## config.mk

```make
export PLATFORM = sky130hd
export DESIGN_NAME = rate_ctrl_flat
export DESIGN_NICKNAME = d
export VERILOG_FILES = /design/src/rtl/rate_ctrl_if.sv /design/src/rtl/rate_ctrl.sv /design/src/flat_wrapper.sv
export SDC_FILE = /design/constraint.sdc
export NUM_CORES = 1
export LEC_CHECK = 0
export CORE_AREA = 2 2 102 104
export DETAILED_ROUTE_END_ITERATION = 10
export DIE_AREA = 0 0 104 106
export GPL_ROUTABILITY_DRIVEN = 0
export PLACE_DENSITY = 0.67
export SLEW_MARGIN = 40
export SYNTH_ARGS = -nofsm -noshare
export SYNTH_HDL_FRONTEND = slang
export SYNTH_SLANG_ARGS = --single-unit
```

## constraint.sdc

```tcl
create_clock -name clk -period 8.8 [get_ports clk]
set_clock_uncertainty 0.1 [all_clocks]
set_input_delay 1.76 -clock clk [delete_from_list [all_inputs] [get_ports clk]]
set_output_delay 1.76 -clock clk [all_outputs]
set_load 0.01 [all_outputs]
```

## src/rtl/rate_ctrl_if.sv

```systemverilog
// rtl/rate_ctrl_if.sv - button pulse and LED display signal bundle for rate_ctrl
interface rate_ctrl_if;
    logic       btn_up;
    logic       btn_down;
    logic       btn_pause;
    logic       btn_sweep;
    logic       clr;
    logic [3:0] count;
    logic [2:0] rate;
    logic [1:0] mode;
    logic       tick;

    modport master (
        output btn_up, btn_down, btn_pause, btn_sweep, clr,
        input  count, rate, mode, tick
    );

    modport slave (
        input  btn_up, btn_down, btn_pause, btn_sweep, clr,
        output count, rate, mode, tick
    );
endinterface

```

## src/rtl/rate_ctrl.sv

```systemverilog
// rtl/rate_ctrl.sv - run/pause/sweep controller for the LED rate divider and display counter
module rate_ctrl #(
    parameter int unsigned CLK_HZ      = 125000000,
    parameter int unsigned SWEEP_TICKS = 16
) (
    input  logic       clk,
    input  logic       rst,
    rate_ctrl_if.slave bus
);
    typedef enum logic [1:0] {
        ST_RUN   = 2'b00,
        ST_PAUSE = 2'b01,
        ST_SWEEP = 2'b10
    } state_t;

    localparam logic [2:0]  RATE_MAX   = 3'd6;
    localparam logic [31:0] SWEEP_LAST = 32'(SWEEP_TICKS - 1);

    state_t      state_q, state_d;
    logic        ret_q, ret_d;          // 1: leaving PAUSE returns to SWEEP
    logic [2:0]  rate_q, rate_d;
    logic [3:0]  count_q, count_d;
    logic [31:0] div_q, div_d;
    logic [31:0] sweep_q, sweep_d;
    logic        tick_q, tick_d;
    logic [31:0] last_div;
    logic        restart;

    // Terminal divider value for the current rate; all divides fold to constants
    always_comb begin
        case (rate_q)
            3'd0:    last_div = 32'(CLK_HZ / 1)  - 32'd1;
            3'd1:    last_div = 32'(CLK_HZ / 2)  - 32'd1;
            3'd2:    last_div = 32'(CLK_HZ / 3)  - 32'd1;
            3'd3:    last_div = 32'(CLK_HZ / 4)  - 32'd1;
            3'd4:    last_div = 32'(CLK_HZ / 5)  - 32'd1;
            3'd5:    last_div = 32'(CLK_HZ / 10) - 32'd1;
            default: last_div = 32'(CLK_HZ / 20) - 32'd1;
        endcase
    end

    // Next-state: mode transitions, rate selection, divider, counter and sweep stepping
    always_comb begin
        state_d = state_q;
        ret_d   = ret_q;
        rate_d  = rate_q;
        count_d = count_q;
        div_d   = div_q;
        sweep_d = sweep_q;
        tick_d  = 1'b0;
        restart = 1'b0;

        if (bus.clr) begin
            // clr outranks every button; pulses in the same cycle are dropped
            count_d = 4'd0;
            div_d   = 32'd0;
        end else begin
            case (state_q)
                ST_RUN: begin
                    if (bus.btn_pause) begin
                        state_d = ST_PAUSE;
                        ret_d   = 1'b0;
                    end else if (bus.btn_sweep) begin
                        state_d = ST_SWEEP;
                        sweep_d = 32'd0;
                    end else if (bus.btn_up && !bus.btn_down && rate_q != RATE_MAX) begin
                        rate_d  = rate_q + 3'd1;
                        restart = 1'b1;
                    end else if (bus.btn_down && !bus.btn_up && rate_q != 3'd0) begin
                        rate_d  = rate_q - 3'd1;
                        restart = 1'b1;
                    end
                end
                ST_SWEEP: begin
                    if (bus.btn_pause) begin
                        state_d = ST_PAUSE;
                        ret_d   = 1'b1;
                    end else if (bus.btn_sweep) begin
                        state_d = ST_RUN;
                    end
                end
                ST_PAUSE: begin
                    if (bus.btn_pause) begin
                        state_d = ret_q ? ST_SWEEP : ST_RUN;
                    end
                end
                default: state_d = ST_RUN;
            endcase

            // Divider only runs outside PAUSE; a real rate change restarts it without a tick
            if (state_q != ST_PAUSE) begin
                if (restart) begin
                    div_d = 32'd0;
                end else if (div_q == last_div) begin
                    div_d   = 32'd0;
                    count_d = count_q + 4'd1;
                    tick_d  = 1'b1;
                    if (state_q == ST_SWEEP) begin
                        if (sweep_q == SWEEP_LAST) begin
                            sweep_d = 32'd0;
                            rate_d  = (rate_q == RATE_MAX) ? 3'd0 : rate_q + 3'd1;
                        end else begin
                            sweep_d = sweep_q + 32'd1;
                        end
                    end
                end else begin
                    div_d = div_q + 32'd1;
                end
            end
        end
    end

    // State register; every output comes straight from here
    always_ff @(posedge clk) begin
        if (rst) begin
            state_q <= ST_RUN;
            ret_q   <= 1'b0;
            rate_q  <= 3'd0;
            count_q <= 4'd0;
            div_q   <= 32'd0;
            sweep_q <= 32'd0;
            tick_q  <= 1'b0;
        end else begin
            state_q <= state_d;
            ret_q   <= ret_d;
            rate_q  <= rate_d;
            count_q <= count_d;
            div_q   <= div_d;
            sweep_q <= sweep_d;
            tick_q  <= tick_d;
        end
    end

    assign bus.count = count_q;
    assign bus.rate  = rate_q;
    assign bus.mode  = state_q;
    assign bus.tick  = tick_q;
endmodule

```

## src/flat_wrapper.sv

```systemverilog
// flat-port wrapper written by rule: the top's interface ports become plain ports
module rate_ctrl_flat 
#(
    parameter int unsigned CLK_HZ      = 125000000,
    parameter int unsigned SWEEP_TICKS = 16
)
  (clk, rst, bus_btn_up, bus_btn_down, bus_btn_pause, bus_btn_sweep, bus_clr, bus_count, bus_rate, bus_mode, bus_tick);
  rate_ctrl_if bus_i ();
  input  logic clk;
  input  logic rst;
  input wire logic [$bits(bus_i.btn_up)-1:0] bus_btn_up;
  input wire logic [$bits(bus_i.btn_down)-1:0] bus_btn_down;
  input wire logic [$bits(bus_i.btn_pause)-1:0] bus_btn_pause;
  input wire logic [$bits(bus_i.btn_sweep)-1:0] bus_btn_sweep;
  input wire logic [$bits(bus_i.clr)-1:0] bus_clr;
  output wire logic [$bits(bus_i.count)-1:0] bus_count;
  output wire logic [$bits(bus_i.rate)-1:0] bus_rate;
  output wire logic [$bits(bus_i.mode)-1:0] bus_mode;
  output wire logic [$bits(bus_i.tick)-1:0] bus_tick;
  assign bus_i.btn_up = bus_btn_up;
  assign bus_i.btn_down = bus_btn_down;
  assign bus_i.btn_pause = bus_btn_pause;
  assign bus_i.btn_sweep = bus_btn_sweep;
  assign bus_i.clr = bus_clr;
  assign bus_count = bus_i.count;
  assign bus_rate = bus_i.rate;
  assign bus_mode = bus_i.mode;
  assign bus_tick = bus_i.tick;
  rate_ctrl #(.CLK_HZ(CLK_HZ), .SWEEP_TICKS(SWEEP_TICKS)) u_core (.clk(clk), .rst(rst), .bus(bus_i));
endmodule
```

==> impl_results.md <==
* CP Launch Type: flip-flop
* Port bufs at 16
* FF+latch area at 1500 µm²
* Commonest non-fill, non-tap cell in the layout: dfxtp_1
* Commonest non-fill, non-tap cells in the layout: dfxtp_1 (75), nand2_1 (71), nand3_1 (54)
* Cell Int Power at 521 µW
* Final Setup Violations at 0
* Commonest register cell after synthesis: dfxtp_1
* Nets at 654
* Sequential Power Share at 49.2%
* Area occupied by multi-input gates at 3150 µm²
* P_leak at 0.00185 µW
* Switching Fraction at 27.3%
* Max Slew Vio Count at 0
* Die Area at 11,000 µm²
* CP max stage delay at 760 ps
* Total GRT Usage at 23.3%
* Clock share of power at 39.3%
* Post-CTS Setup Bufs at 0
* Worst path cell trace: inv_1 -> ha_1 -> or2_2 -> a32oi_1 -> xnor2_1 -> nand4b_1 -> nor4b_2 -> a21o_2 -> o21ai_0 -> a21o_1
* Avg WL per Cell at 16.1 µm
* Initial drt markers at 291
* CTS Sinks at 75
* CTS buffer count at 9
* CP Buf/Inv Count at 1
* Crit Path Category: flip-flop to flip-flop
* Seq cells post-synth at 75
* # hold bufs at CTS at 0
* Arrival @ worst endpoint at 4430 ps
* Maximum root-to-sink buffer count at 2
* EDFF count, synth at 0
* Via count of the first global-routing pass at 4,351
* PwrDens at 135 nW/µm²
* Core area at 10000 µm²
* Final Critical Period at 4280 ps
* Initial Util at 48.6%
* Fill count at 988
* Fmax at 0.234 GHz
* Number of synthesis warnings at 0
* Post-Syn Nets at 654
* Routed vias at 4,726
* Syn Area/Cell at 7.63 µm²
* Tot Pwr at 716 µW
* Final HPWL DP at 8.87 mm
* Crit path max-delay family: compound AO/OA/AOI/OAI gates
* Cell count after synthesis at 637
* Vias per inst at 6.08
* Slew headroom at 51.7%
* Final WS setup at 4520 ps
* Final hold vios at 0
* Final core occ at 53.2%
* I/O Pins at 17
* Largest net degree at the start of global routing at 36
* HP Class: flip-flop to flip-flop
* Chip width at 104 µm
* Mapped cell area at 4860 µm²
* Root buffer cell: clkbuf_8
* H-tree depth at 3
* Global-route wire length before repair at 21.1 mm
* Dpl ws at 4370 ps
* Post-CTS sizing at 0
* CP Capture Type: flip-flop
* Placed cells at 762
* Unrepaired setup endpoints after global routing: no
* Detailed-router iteration count before antenna repair at 5
* Worst-margin pin slew at 723 ps
* Slowest-stage cell, CP: dfxtp_1
* Status: completed
* Antenna violations before repair at 0
* Max Cap Viol at 0
* Setup TNS at 0 ps
* # DRC at 0
* Fin cells at 777
* Combinational power share at 11.5%
* CTS clk-pin slew, worst paths at 90 ps
* Antenna Nets Post-Route at 0
* Net switching power at 195 µW
* Async SR Flop Fraction at 0%
* CTS tree: done
* Ant diodes at 0
* Worst EP required at 8950 ps
* Peak VDD IR at 0.0000691 V
* Final WL at 12.5 mm
* Library cells used by synthesis at 68
* Remaining global-route overflow at 0
* Die H at 106 µm
* Area grow syn2layout at 9.48%
* # rows at 37
* Worst-Skew Late Latency at 360 ps
* Period utilization at 48.6%
* Layout cells sized above 1 at 6.40%
* Critical Path Fanout Max at 35
* Seq/Total Area, Yosys at 30.9%
## sequential cells by signal (all words and copies together), names as in the netlist
register          flops
u_core.bus.count      4
u_core.div_q         32
u_core.ret_q          1
u_core.bus.tick       1
u_core.bus.mode       2
u_core.bus.rate       3
u_core.sweep_q       32
## cell usage after synthesis (3+ instances only)
master | count | share of area, %
or2_2 | 3 | 0.39
o21ai_0 | 47 | 4.8
a22o_1 | 8 | 1.4
a21oi_1 | 38 | 3.9
a32oi_1 | 3 | 0.54
o2111ai_1 | 4 | 0.72
nor4_1 | 22 | 2.8
xor2_1 | 6 | 1.1
and4_1 | 5 | 0.90
and3_1 | 20 | 2.6
mux2i_1 | 19 | 3.9
or4_1 | 4 | 0.62
nor2_1 | 40 | 3.1
or3_1 | 11 | 1.4
nor3_1 | 15 | 1.5
inv_1 | 21 | 1.6
nand3_1 | 54 | 5.6
nand4_1 | 16 | 2.1
nand2b_1 | 10 | 1.3
o21a_1 | 7 | 1.1
dfxtp_1 | 75 | 31
xnor2_1 | 15 | 2.7
clkbuf_1 | 17 | 1.3
and3b_1 | 3 | 0.54
buf_2 | 13 | 1.3
o21ai_1 | 4 | 0.41
nor3b_1 | 7 | 1.1
and2_1 | 6 | 0.77
nor2b_1 | 7 | 0.90
nor4b_1 | 3 | 0.54
nand2_1 | 71 | 5.5
a21o_1 | 10 | 1.5
ha_1 | 10 | 2.6
## layout make-up
cell class	count	area share, %
multi-input combinational	508	59.3
sequential	75	28.2
timing repair buffer	22	4.00
tap	136	3.20
clock buffer	11	2.85
inverter	21	1.48
clock inverter	4	0.941
## logic make-up after synthesis
group / Yosys count / share of synthesized area (%)
and+or+nand+nor: 311 / 34.8
AOI/OAI and AO/OA: 146 / 19.0
DFF: 75 / 30.9
buffers and inverters: 54 / 4.82
xor gates and xnor gates: 21 / 3.79
muxes: 20 / 4.15
adders and majority gates: 10 / 2.58
## worst paths after layout
| check | from | end | slack [ps] | cells after the start |
|---|---|---|---|---|
| max reg2reg | u_core.bus.rate[2] | u_core.div_q[23] | 4520 | 10 |
| max | u_core.bus.rate[2] | u_core.div_q[23] | 4520 | 10 |
| min reg2reg | u_core.sweep_q[29] | u_core.sweep_q[29] | 390 | 2 |
| min | u_core.sweep_q[29] | u_core.sweep_q[29] | 390 | 2 |
## tightest hold or removal path, stage by stage, from the launching register on
cell and delay (ps):
dfxtp_1 350, nand2_1 60, nand2_1 40
## per-stage QoR
stage               cell area [µm²]  hold WS, ps
finish                         5320          389
global route                   5320          422
CTS                            5310          390
detailed placement             5100          373
global placement               5080          358
floorplan                      4860          340
## metal layers
| layer | GRT usage, % | wire (µm) | share of wire, % | up-vias |
|---|---|---|---|---|
| met2 | 39.1 | 6110 | 49 | 128 |
| met5 | 0 | 0 | 0 | - |
| li1 | - | - | - | 2342 |
| met3 | 5.03 | 631 | 5.0 | 22 |
| met4 | 7.92 | 284 | 2.3 | 0 |
| met1 | 29.8 | 5510 | 44 | 2234 |
## power by group through the flow
stage / registers (µW) / clock network (µW) / logic, µW
2_1_floorplan: 357 / 0 / 61.7
3_3_place_gp: 360 / 0 / 78.0
3_5_place_dp: 360 / 0 / 79.9
4_1_cts: 352 / 287 / 80.4
5_1_grt: 354 / 304 / 90.4
6_report: 353 / 281 / 82.4
Note: power is estimated with default switching activity, not from simulation.
